<file path="src/rtl/dram_line_fetch.sv">
// dram_line_fetch: issues burst read commands for one display line at a time,
// throttled against free pixel-FIFO space, with a safe frame restart path.
module dram_line_fetch #(
   parameter int unsigned X_SIZE     = 1600,
   parameter int unsigned Y_SIZE     = 900,
   parameter logic [31:0] BASE_ADDR  = 32'h0000_0000,
   parameter int unsigned MAX_BURST  = 256,
   parameter int unsigned FIFO_DEPTH = 4096
) (
   input  logic        clk,
   input  logic        rst,
   input  logic        frame_start,
   input  logic        line_req,
   input  logic [11:0] fifo_level,
   input  logic        busy,
   output logic        kick,
   output logic [31:0] read_addr,
   output logic [31:0] read_num,
   output logic [11:0] line_idx,
   output logic        line_done,
   output logic        overrun
);

   typedef enum logic [2:0] {
      IDLE,
      ISSUE,
      WAIT_ACK,
      WAIT_DONE,
      DRAIN
   } state_t;

   state_t      state, state_nxt;
   logic [31:0] addr_acc, addr_nxt;
   logic [31:0] remaining, rem_nxt;
   logic [11:0] fifo_q;
   logic        pending, pend_nxt;
   logic [11:0] idx_nxt;
   logic        ovr_nxt, kick_nxt, done_nxt;
   logic [31:0] raddr_nxt, rnum_nxt;
   logic [31:0] chunk, room;
   logic        last_line;

   // Burst size, free FIFO space (from the registered level) and end-of-frame test.
   always_comb begin
      chunk     = (remaining < MAX_BURST) ? remaining : MAX_BURST;
      room      = FIFO_DEPTH - {20'd0, fifo_q};
      last_line = ({20'd0, line_idx} + 32'd1) >= Y_SIZE;
   end

   // Next-state and next-output logic; frame_start overrides everything else.
   always_comb begin
      state_nxt = state;
      addr_nxt  = addr_acc;
      rem_nxt   = remaining;
      idx_nxt   = line_idx;
      pend_nxt  = pending;
      ovr_nxt   = overrun;
      kick_nxt  = 1'b0;
      done_nxt  = 1'b0;
      raddr_nxt = read_addr;
      rnum_nxt  = read_num;
      if (frame_start) begin
         idx_nxt  = '0;
         addr_nxt = BASE_ADDR;
         rem_nxt  = X_SIZE;
         pend_nxt = 1'b0;
         case (state)
            WAIT_ACK, WAIT_DONE, DRAIN: state_nxt = DRAIN;
            default:                    state_nxt = ISSUE;
         endcase
      end else begin
         if (line_req && state != IDLE) begin
            if (pending) ovr_nxt  = 1'b1;
            else         pend_nxt = 1'b1;
         end
         case (state)
            IDLE: begin
               if (line_req && !last_line) begin
                  idx_nxt   = line_idx + 12'd1;
                  rem_nxt   = X_SIZE;
                  state_nxt = ISSUE;
               end
            end
            ISSUE: begin
               if (!busy && room >= chunk) begin
                  kick_nxt  = 1'b1;
                  raddr_nxt = addr_acc;
                  rnum_nxt  = chunk;
                  addr_nxt  = addr_acc + (chunk << 2);
                  rem_nxt   = remaining - chunk;
                  state_nxt = WAIT_ACK;
               end
            end
            WAIT_ACK: begin
               if (busy) state_nxt = WAIT_DONE;
            end
            WAIT_DONE: begin
               if (!busy) begin
                  if (remaining != '0) begin
                     state_nxt = ISSUE;
                  end else begin
                     // a line_req landing on the completion cycle counts as queued
                     done_nxt = 1'b1;
                     pend_nxt = 1'b0;
                     if ((pending || line_req) && !last_line) begin
                        idx_nxt   = line_idx + 12'd1;
                        rem_nxt   = X_SIZE;
                        state_nxt = ISSUE;
                     end else begin
                        state_nxt = IDLE;
                     end
                  end
               end
            end
            DRAIN: begin
               if (!busy) state_nxt = ISSUE;
            end
            default: state_nxt = IDLE;
         endcase
      end
   end

   // State, datapath and output registers with synchronous active-low reset.
   always_ff @(posedge clk) begin
      if (!rst) begin
         state     <= IDLE;
         addr_acc  <= '0;
         remaining <= '0;
         pending   <= 1'b0;
         fifo_q    <= '0;
         kick      <= 1'b0;
         read_addr <= '0;
         read_num  <= '0;
         line_idx  <= '0;
         line_done <= 1'b0;
         overrun   <= 1'b0;
      end else begin
         state     <= state_nxt;
         addr_acc  <= addr_nxt;
         remaining <= rem_nxt;
         pending   <= pend_nxt;
         fifo_q    <= fifo_level;
         kick      <= kick_nxt;
         read_addr <= raddr_nxt;
         read_num  <= rnum_nxt;
         line_idx  <= idx_nxt;
         line_done <= done_nxt;
         overrun   <= ovr_nxt;
      end
   end

endmodule

</file>
<file path="config.mk">
export PLATFORM = sky130hd
export DESIGN_NAME = dram_line_fetch
export DESIGN_NICKNAME = d
export VERILOG_FILES = /design/src/rtl/dram_line_fetch.sv
export SDC_FILE = /design/constraint.sdc
export NUM_CORES = 1
export LEC_CHECK = 0
export CAP_MARGIN = 40
export CORE_ASPECT_RATIO = 0.5
export CORE_MARGIN = 4
export CORE_UTILIZATION = 30
export DETAILED_ROUTE_END_ITERATION = 7
export GPL_ROUTABILITY_DRIVEN = 1
export SYNTH_ARGS = -nofsm -noshare
export SYNTH_HDL_FRONTEND = slang
export SYNTH_SLANG_ARGS = --single-unit
</file>
<file path="constraint.sdc">
create_clock -name clk -period 4.4 [get_ports clk]
set_input_delay 0.88 -clock clk [delete_from_list [all_inputs] [get_ports clk]]
set_output_delay 0.88 -clock clk [all_outputs]
set_load 0.01 [all_outputs]
</file>
==> results of run 1 <==
[cells in the final DEF (no fill, tap or decap), types with 10 or more instances in the layout]
| master | n |
|---|---|
| nand2_1 | 164 |
| dfxtp_1 | 155 |
| clkdlybuf4s50_1 | 92 |
| nor2_1 | 65 |
| a21oi_1 | 62 |
| ha_1 | 43 |
| o21ai_0 | 42 |
| nor3_1 | 35 |
| and3_1 | 32 |
| nand3_1 | 29 |
| a21boi_0 | 27 |
| conb_1 | 27 |
| buf_4 | 25 |
| and2_1 | 24 |
| inv_1 | 24 |
| xnor2_1 | 24 |
| a21o_1 | 19 |
| clkbuf_16 | 17 |
| xor2_1 | 15 |
| a21boi_1 | 15 |
| a31oi_1 | 14 |
| nand4_1 | 13 |
| o21a_1 | 12 |
| a211oi_1 | 11 |
| a311oi_1 | 11 |
| nor4_1 | 10 |
| or3_1 | 10 |
[final timing paths]
kind            startpoint      endpoint  cells after the start
max reg2reg  remaining[22]  addr_acc[29]                     14
min            read_num[2]   read_num[2]                      2
max          remaining[22]  addr_acc[29]                     14
min reg2reg    read_num[2]   read_num[2]                      2
[power groups by stage]
stage	registers (mW)	clock network [mW]	logic [mW]
after floorplan	1.46	0	0.278
after global placement	1.47	0	0.396
after detailed placement	1.47	0	0.403
after CTS	1.44	1.63	0.405
after global routing	1.44	1.69	0.460
final	1.44	1.59	0.418
[cells in the mapped netlist (8+ instances only)]
library cell  number  area share
nand2_1          165       0.073
dfxtp_1          155        0.37
nor2_1            67       0.030
a21oi_1           62       0.037
clkbuf_1          53       0.024
ha_1              43       0.064
o21ai_0           43       0.026
nor3_1            36       0.021
and3_1            32       0.024
nand3_1           30       0.018
a21boi_0          27       0.024
and2_1            24       0.018
inv_1             24       0.011
xnor2_1           24       0.025
a21o_1            19       0.017
a21boi_1          15       0.013
xor2_1            15       0.016
a31oi_1           14       0.010
nand4_1           13      0.0096
o21a_1            12       0.011
a211oi_1          11      0.0098
a311oi_1          11       0.011
or3_1             11      0.0082
nor4_1            10      0.0074
or4_1              8      0.0071
[sequential cells by signal, indices dropped and copies added, names as in the netlist]
register	cells
read_addr	30
read_num	32
line_done	1
overrun	1
state	3
kick	1
remaining	32
addr_acc	30
line_idx	12
fifo_q	12
pending	1
[worst max-delay path, stage by stage (launching register included)]
cell and delay, ns:
dfxtp_1 0.35, nor3_2 0.40, nand4_4 0.15, nor4_4 0.41, buf_4 0.22, inv_2 0.06
ha_1 0.33, nand2_1 0.10, or3_1 0.38, nor4_1 0.36, o21ai_1 0.19, a211o_1 0.34
a2111oi_2 0.36, mux2i_1 0.12, a311o_1 0.31
[per-stage QoR]
step | hold slack [ns] | power [mW] | setup TNS (ns)
3_3_place_gp | 0.444 | 1.86 | 0
6_report | 0.450 | 3.45 | 0
4_1_cts | 0.454 | 3.48 | 0
5_1_grt | 0.469 | 3.59 | -0.0476
2_1_floorplan | 0.436 | 1.74 | 0
3_5_place_dp | 0.444 | 1.87 | 0
[logic make-up (layout without fill, tap and decap cells)]
logic type / Yosys count / in the layout
AOI/OAI and AO/OA: 272 / 272
xor gates and xnor gates: 39 / 39
adders and majority gates: 45 / 45
buffers and inverters: 84 / 179
DFF: 155 / 155
muxes: 3 / 3
other: 2 / 27
and+or+nand+nor: 437 / 437
[timing repair]
item,in CTS,in global routing
buffers inserted,0,3
resized for setup,0,3
hold buffers,0,0
endpoints found under the setup margin,0,12
[layout make-up]
type / instances / area, um2 / area share
sequential: 155 / 3100 / 0.292
tap: 382 / 478 / 0.0450
clock buffer: 18 / 439 / 0.0414
multi-input combinational: 823 / 5120 / 0.483
clock inverter: 14 / 200 / 0.0189
inverter: 25 / 93.8 / 0.00884
timing repair buffer: 122 / 1180 / 0.111
[routing by layer]
metal	track usage	vias up	share of wire
li1	-	3927	-
met1	0.195	3773	0.48
met2	0.234	191	0.46
met3	0.0292	38	0.043
met4	0.0382	0	0.016
met5	0	-	0
==> results_dict.tcl, run 1 <==
set metrics [dict create \
    pwr-share-seq 0.417 \
    synth_fa_ha_area_frac 0.0673 \
    tightest_slew_ns 0.893 \
    io_pins 96 \
    fmax_mhz 239 \
    n_antenna_cell 0 \
    comb_power_share 0.121 \
    crit_type "flip-flop to flip-flop" \
    wl_per_cell_um 15.0 \
    setup_viol_count_final 0 \
    critPathLaunchType "flip-flop" \
    skew_ns 0.0114 \
    drtIter0Drc 605 \
    track_usage 0.144 \
    die_area_mm2 0.0310 \
    async_flop_share 0 \
    cp_max_fo 5 \
    peakVddDrop_mv 0.222 \
    globalRouteOverflowTotal 0 \
    ant_nets 0 \
    start_util 0.305 \
    synth-edff-count 0 \
    grt_pass1_vias 7320 \
    syn_inst 1037 \
    ys_warn_count 0 \
    coreArea_mm2 0.0277 \
    clkPwrFrac 0.462 \
    synth_mux_area_frac 0.00371 \
    pre_cts_slack_ns 0.147 \
    fin_cells 1539 \
    fillers 2823 \
    fin_crit_sh 0.951 \
    vias_per_cell 5.15 \
    numCtsBuffers 17 \
    switchingPower_uw 940 \
    drv_cap 0 \
    grt_max_degree 50 \
    placed_area_mm2 0.00995 \
    slew_violations 0 \
    h-tree-depth 4 \
    via_count 7929 \
    die_w_um 245 \
    relSlewSlack 0.402 \
    synth.avg_cell_area_um2 8.14 \
    yosys.area_share.simple 0.260 \
    critPathCaptureType "flip-flop" \
    critPathRequiredTime_ns 4.72 \
    antenna_found_initial 0 \
    cts_root_buf "clkbuf_16" \
    rrSetupSlack_ns 0.22 \
    num_rows 43 \
    areaGrowthSynthToFinish_pct 25.8 \
    ys_seq_area_frac 0.368 \
    synth-seq-cells 155 \
    drt_wl_total_mm 23.1 \
    netlist_area_mm2 0.00844 \
    fin_nets 1205 \
    worstPathArrival_ns 4.51 \
    synth_compound_area_frac 0.221 \
    switching_share 0.272 \
    status "completed" \
    synthXorXnorAreaFrac 0.0405 \
    leakagePower_nw 4.10 \
    gp_congestion 0.872 \
    powerDensity_mw_per_mm2 325 \
    timing_hold_violations_final 0 \
    hold_class "flip-flop to flip-flop" \
    grt_pass1_wl_mm 36.9 \
    dr.pass1.iters 5 \
    synth_ff_type "dfxtp_1" \
    p_int_mw 2.51 \
    synth_top_family_by_area "simple AND/OR/NAND/NOR gates" \
    drive_gt1_frac 0.0769 \
    clock-sinks 155 \
    drc 0 \
    die_h_um 127 \
    fin_ws_ns 0.217 \
    dp_hpwl_mm 16.6 \
    synth_cell_types 74 \
    port_buffers 93 \
    dp.cells 1504 \
    ctsLongestPathBuffers 2 \
    final_util 0.383 \
    finalCriticalPeriod_ns 4.18 \
    clk_latency_ns 0.43 \
    final_area_mm2 0.0106 \
    clk_pin_slew_ns 0.07 \
    tritoncts "yes" \
]
Note: power is estimated with default switching activity, not from simulation.
==> inputs of run 2 (changes only) <==
- PLACE_DENSITY: unset -> 0.62
- SLEW_MARGIN: unset -> 20
==> results_dict.tcl, run 2 (same netlist as run 1, synthesis figures left out) <==
set metrics [dict create \
    status "completed" \
    drive_gt1_frac 0.0729 \
    n_antenna_cell 0 \
    critPathCaptureType "flip-flop" \
    coreArea_mm2 0.0277 \
    clk_latency_ns 0.45 \
    globalRouteOverflowTotal 0 \
    gp_congestion 0.873 \
    rsz0062_at_grt "false" \
    rrSetupSlack_ns 0.20 \
    die_area_mm2 0.0310 \
    grt_max_degree 50 \
    leakagePower_nw 4.02 \
    cts_root_buf "clkbuf_16" \
    num_rows 43 \
    skew_ns 0.0184 \
    setup_viol_count_final 0 \
    peakVddDrop_mv 0.175 \
    via_count 7796 \
    finalSetupTns_ns 0 \
    fillers 2870 \
    die_h_um 127 \
    gr-usage-met3 0.0308 \
    fin_crit_sh 0.955 \
    grt_pass1_vias 7551 \
    ant_nets 0 \
    timing_hold_violations_final 0 \
    critPathLaunchType "flip-flop" \
    h-tree-depth 4 \
    holdPathStages 2 \
    dp.cells 1501 \
    relSlewSlack 0.516 \
    dr.pass1.iters 5 \
    drv_cap 0 \
    ctsLongestPathBuffers 2 \
    cp_max_fo 12 \
    rr_startpoint "remaining[10]" \
    totalPowerFinal_mw 3.27 \
    grt_pass1_wl_mm 37.7 \
    grt_use_met1 0.191 \
    powerDensity_mw_per_mm2 312 \
    drtIter0Drc 437 \
    numCtsBuffers 17 \
    worstHoldStart "read_addr[14]" \
    reg_top3 "read_num: 32 flops, remaining: 32 flops" \
    fmax_mhz 238 \
    port_buffers 93 \
    r2r_cells 16 \
    antenna_found_initial 1 \
    hold_class "flip-flop to flip-flop" \
    grt_busiest_layer "met2" \
    drt_wl_total_mm 23.1 \
    grtUsageMet2 0.248 \
    clk_pin_slew_ns 0.07 \
    tightest_slew_ns 0.723 \
    finalCriticalPeriod_ns 4.20 \
    start_util 0.305 \
    layout_common_cells "nand2_1 (164), dfxtp_1 (155), clkdlybuf4s50_1 (92), nor2_1 (65), a21oi_1 (62)" \
    crit_type "flip-flop to flip-flop" \
    worstPathArrival_ns 4.53 \
    holdBufCountCts 0 \
    io_pins 96 \
    drc 0 \
    critPathRequiredTime_ns 4.73 \
    clock-sinks 155 \
    die_w_um 245 \
    r2r-end "remaining[13]" \
    mostFrequentLayoutCell "nand2_1" \
    min_to "read_addr[14]" \
    track_usage 0.148 \
    wl_per_cell_um 15.0 \
    dp_hpwl_mm 16.7 \
    fin_nets 1201 \
    areaGrowthSynthToFinish_pct 24.4 \
    vias_per_cell 5.08 \
    slew_violations 0 \
    tritoncts "yes" \
    fin_cells 1535 \
]
-- run 2: cell types whose count changed in the layout (fill, tap and decap cells not counted), moves of 2 or more --
cell / delta
buf_4: -4
bufinv_16: -3
clkinv_2: +2
clkinvlp_4: +2
-- run 2: metal layers --
metal / part of all wire / vias to the layer above
met5: 0 / -
met4: 0.013 / 0
met3: 0.046 / 26
met2: 0.47 / 170
met1: 0.47 / 3697
li1: - / 3903
-- run 2: worst max path at each step --
stage | slack (ns) | end | cells past startpoint | startpoint
floorplan | 0.34 | addr_acc[29] | 16 | remaining[9]
global placement | 0.32 | addr_acc[29] | 15 | remaining[16]
detailed placement | 0.1 | addr_acc[29] | 15 | remaining[16]
CTS | 0.09 | addr_acc[29] | 15 | remaining[16]
global route | 0.02 | addr_acc[29] | 16 | remaining[10]
finish | 0.20 | remaining[13] | 16 | remaining[10]
-- run 2: critical path: stages (launching register included) --
cell	delay, ns
dfxtp_1	0.36
nor4_4	0.27
buf_4	0.18
nand4_4	0.11
nor4_4	0.42
buf_4	0.21
nand2_1	0.08
ha_1	0.29
o21a_1	0.10
o21a_1	0.10
o2111ai_1	0.10
a221o_1	0.33
or3_1	0.56
nor2_2	0.27
buf_4	0.23
a31oi_1	0.10
a311oi_1	0.33
-- run 2: cell type report --
type	instances	area, um2	share of cell area
clock buffers	17	425	0.0405
repair buffers	118	1150	0.109
clock inverters	15	130	0.0124
well taps	382	478	0.0455
inverters	25	93.8	0.00894
multi-input cells	823	5120	0.488
flip-flops and latches	155	3100	0.296
-- run 2: through the flow --
step	setup slack, ns	util	instance area, um2	hold WS, ns
floorplan	0.342	-	8530	0.436
global placement	0.324	0.358	9920	0.443
CTS	0.0869	0.378	10500	0.456
global route	0.0197	0.379	10500	0.475
detailed placement	0.0970	0.358	9920	0.446
finish	0.200	0.379	10500	0.451
-- run 2: report_power, final --
| part | internal [mW] | total, mW | switching, mW |
|---|---|---|---|
| clock network | 0.743 | 1.43 | 0.682 |
| logic | 0.154 | 0.408 | 0.254 |
| registers | 1.42 | 1.44 | 0.0192 |
| total | 2.32 | 3.27 | 0.955 |
-- run 2: timing repair --
action                                  in CTS  in global routing
endpoints found under the hold margin        0                  0
gates resized for setup                      0                  2
endpoints found under the setup margin       0                  8
buffers inserted                             0                  2
==> inputs of run 3 (changes only) <==
- CORE_UTILIZATION: 30 -> 58
- DONT_BUFFER_PORTS: unset -> 1
- PLACE_DENSITY: 0.62 -> 0.88
==> results_dict.tcl, run 3 (same netlist as run 1, synthesis figures left out) <==
set metrics [dict create \
    status "completed" \
    holdWs_ns 0.472 \
    drv_cap 0 \
    comb_power_share 0.116 \
    grt_pass1_vias 7373 \
    peakVddDrop_mv 0.240 \
    critical_path.top_delay_family "simple AND/OR/NAND/NOR gates" \
    ant_nets 0 \
    switchingPower_uw 979 \
    vias_per_cell 6.27 \
    relSlewSlack 0.575 \
    final_util 0.673 \
    slowest_stage "or4b_1" \
    hold_class "flip-flop to flip-flop" \
    drt_wl_total_mm 21.9 \
    critPathLaunchType "flip-flop" \
    reg_top3 "read_num: 32 flops, remaining: 32 flops" \
    worstPathArrival_ns 4.55 \
    placed_area_mm2 0.00872 \
    leakagePower_nw 3.72 \
    ctsLongestPathBuffers 2 \
    wl_per_cell_um 17.5 \
    clock-sinks 155 \
    gp_congestion 0.950 \
    fin_crit_sh 0.963 \
    clk_pin_slew_ns 0.07 \
    clk_latency_ns 0.43 \
    cts_root_buf "clkbuf_16" \
    tightest_slew_ns 0.638 \
    port_buffers 0 \
    areaGrowthSynthToFinish_pct 10.7 \
    mostFrequentLayoutCell "nand2_1" \
    cp_max_fo 17 \
    worst-path-buf-inv 2 \
    p_int_mw 2.32 \
    die_area_mm2 0.0167 \
    switching_share 0.296 \
    fin_nets 1107 \
    clkPwrFrac 0.448 \
    critPathCaptureType "flip-flop" \
    slowest_delay_ns 0.58 \
    tritoncts "yes" \
    fillers 1074 \
    totalPowerFinal_mw 3.30 \
    coreArea_mm2 0.0139 \
    io_pins 96 \
    drc 0 \
    antenna_found_initial 0 \
    pwr-share-seq 0.436 \
    fin_ws_ns 0.165 \
    finalCriticalPeriod_ns 4.24 \
    fmax_mhz 236 \
    globalRouteOverflowTotal 0 \
    dp_hpwl_mm 15.0 \
    start_util 0.608 \
    path_cells "nor4_4 > nand4_4 > nor4_4 > buf_4 > nand2_1 > ha_1 > o21a_1 > o21a_1 > o2111ai_1 > a221o_1 > nor3_2 > nand2_1 > buf_4 > or4b_1 > o311a_1" \
    drive_gt1_frac 0.0774 \
    final_area_mm2 0.00935 \
    skew_ns 0.0123 \
    powerDensity_mw_per_mm2 353 \
    via_count 7842 \
    num_rows 30 \
    timing_hold_violations_final 0 \
    grt_pass1_wl_mm 35.7 \
    n_antenna_cell 0 \
    pre_cts_slack_ns 0.131 \
    grt_max_degree 83 \
    drtIter0Drc 716 \
    numCtsBuffers 17 \
    die_w_um 179 \
    layout_common_cells "nand2_1 (164), dfxtp_1 (155), nor2_1 (65), a21oi_1 (62)" \
    crit_type "flip-flop to flip-flop" \
    track_usage 0.262 \
    critPathRequiredTime_ns 4.71 \
    die_h_um 93.3 \
    dr.pass1.iters 7 \
    slew_violations 0 \
    h-tree-depth 4 \
    setup_viol_count_final 0 \
]
-- run 3: changes by cell type in the layout (fill, tap and decap cells not counted), sizes merged --
cell and change:
clkinvlp -3, buf -2, inv +1, clkinv +2
clkdlybuf4s50 -92
-- run 3: what timing repair did --
item	CTS	global route
gates resized for setup	0	2
endpoints found under the setup margin	0	27
setup buffers	0	2
hold buffers	0	0
-- run 3: layout make-up --
cell class | count | area, um2 | area share
multi-input combinational | 823 | 5120 | 0.548
sequential | 155 | 3100 | 0.332
clock buffer | 17 | 425 | 0.0455
tap | 192 | 240 | 0.0257
timing repair buffer | 24 | 190 | 0.0204
clock inverter | 15 | 169 | 0.0181
inverter | 25 | 93.8 | 0.0100
-- run 3: metrics by stage --
step,setup TNS [ns],cells
2_1_floorplan,0,1062
3_3_place_gp,0,1216
3_5_place_dp,0,1217
4_1_cts,0,1249
5_1_grt,-0.0402,1251
6_report,0,1251
-- run 3: final timing paths --
| check | cells after the start | start | slack (ns) | to |
|---|---|---|---|---|
| setup reg to reg | 15 | remaining[12] | 0.16 | remaining[10] |
| setup / recovery | 15 | remaining[12] | 0.16 | remaining[10] |
| hold / removal | 2 | addr_acc[25] | 0.47 | addr_acc[25] |
| hold reg to reg | 2 | addr_acc[25] | 0.47 | addr_acc[25] |
-- run 3: layer usage --
layer  track usage  wire (um)
met1         0.342       9270
met4        0.0887        413
met3        0.0719       2230
met2         0.422       9960
met5             0          0
-- run 3: power by group through the flow --
stage / registers (mW) / clock network (mW) / logic, mW
after detailed placement: 1.47 / 0 / 0.362
after floorplan: 1.46 / 0 / 0.278
final: 1.44 / 1.48 / 0.384
after CTS: 1.44 / 1.50 / 0.367
after global routing: 1.44 / 1.56 / 0.418
after global placement: 1.47 / 0 / 0.346
-- run 3: tightest hold or removal path, cell delays in order (launching register included) --
cell and delay (ns):
dfxtp_1 0.32, nand2_1 0.06, a21oi_1 0.05
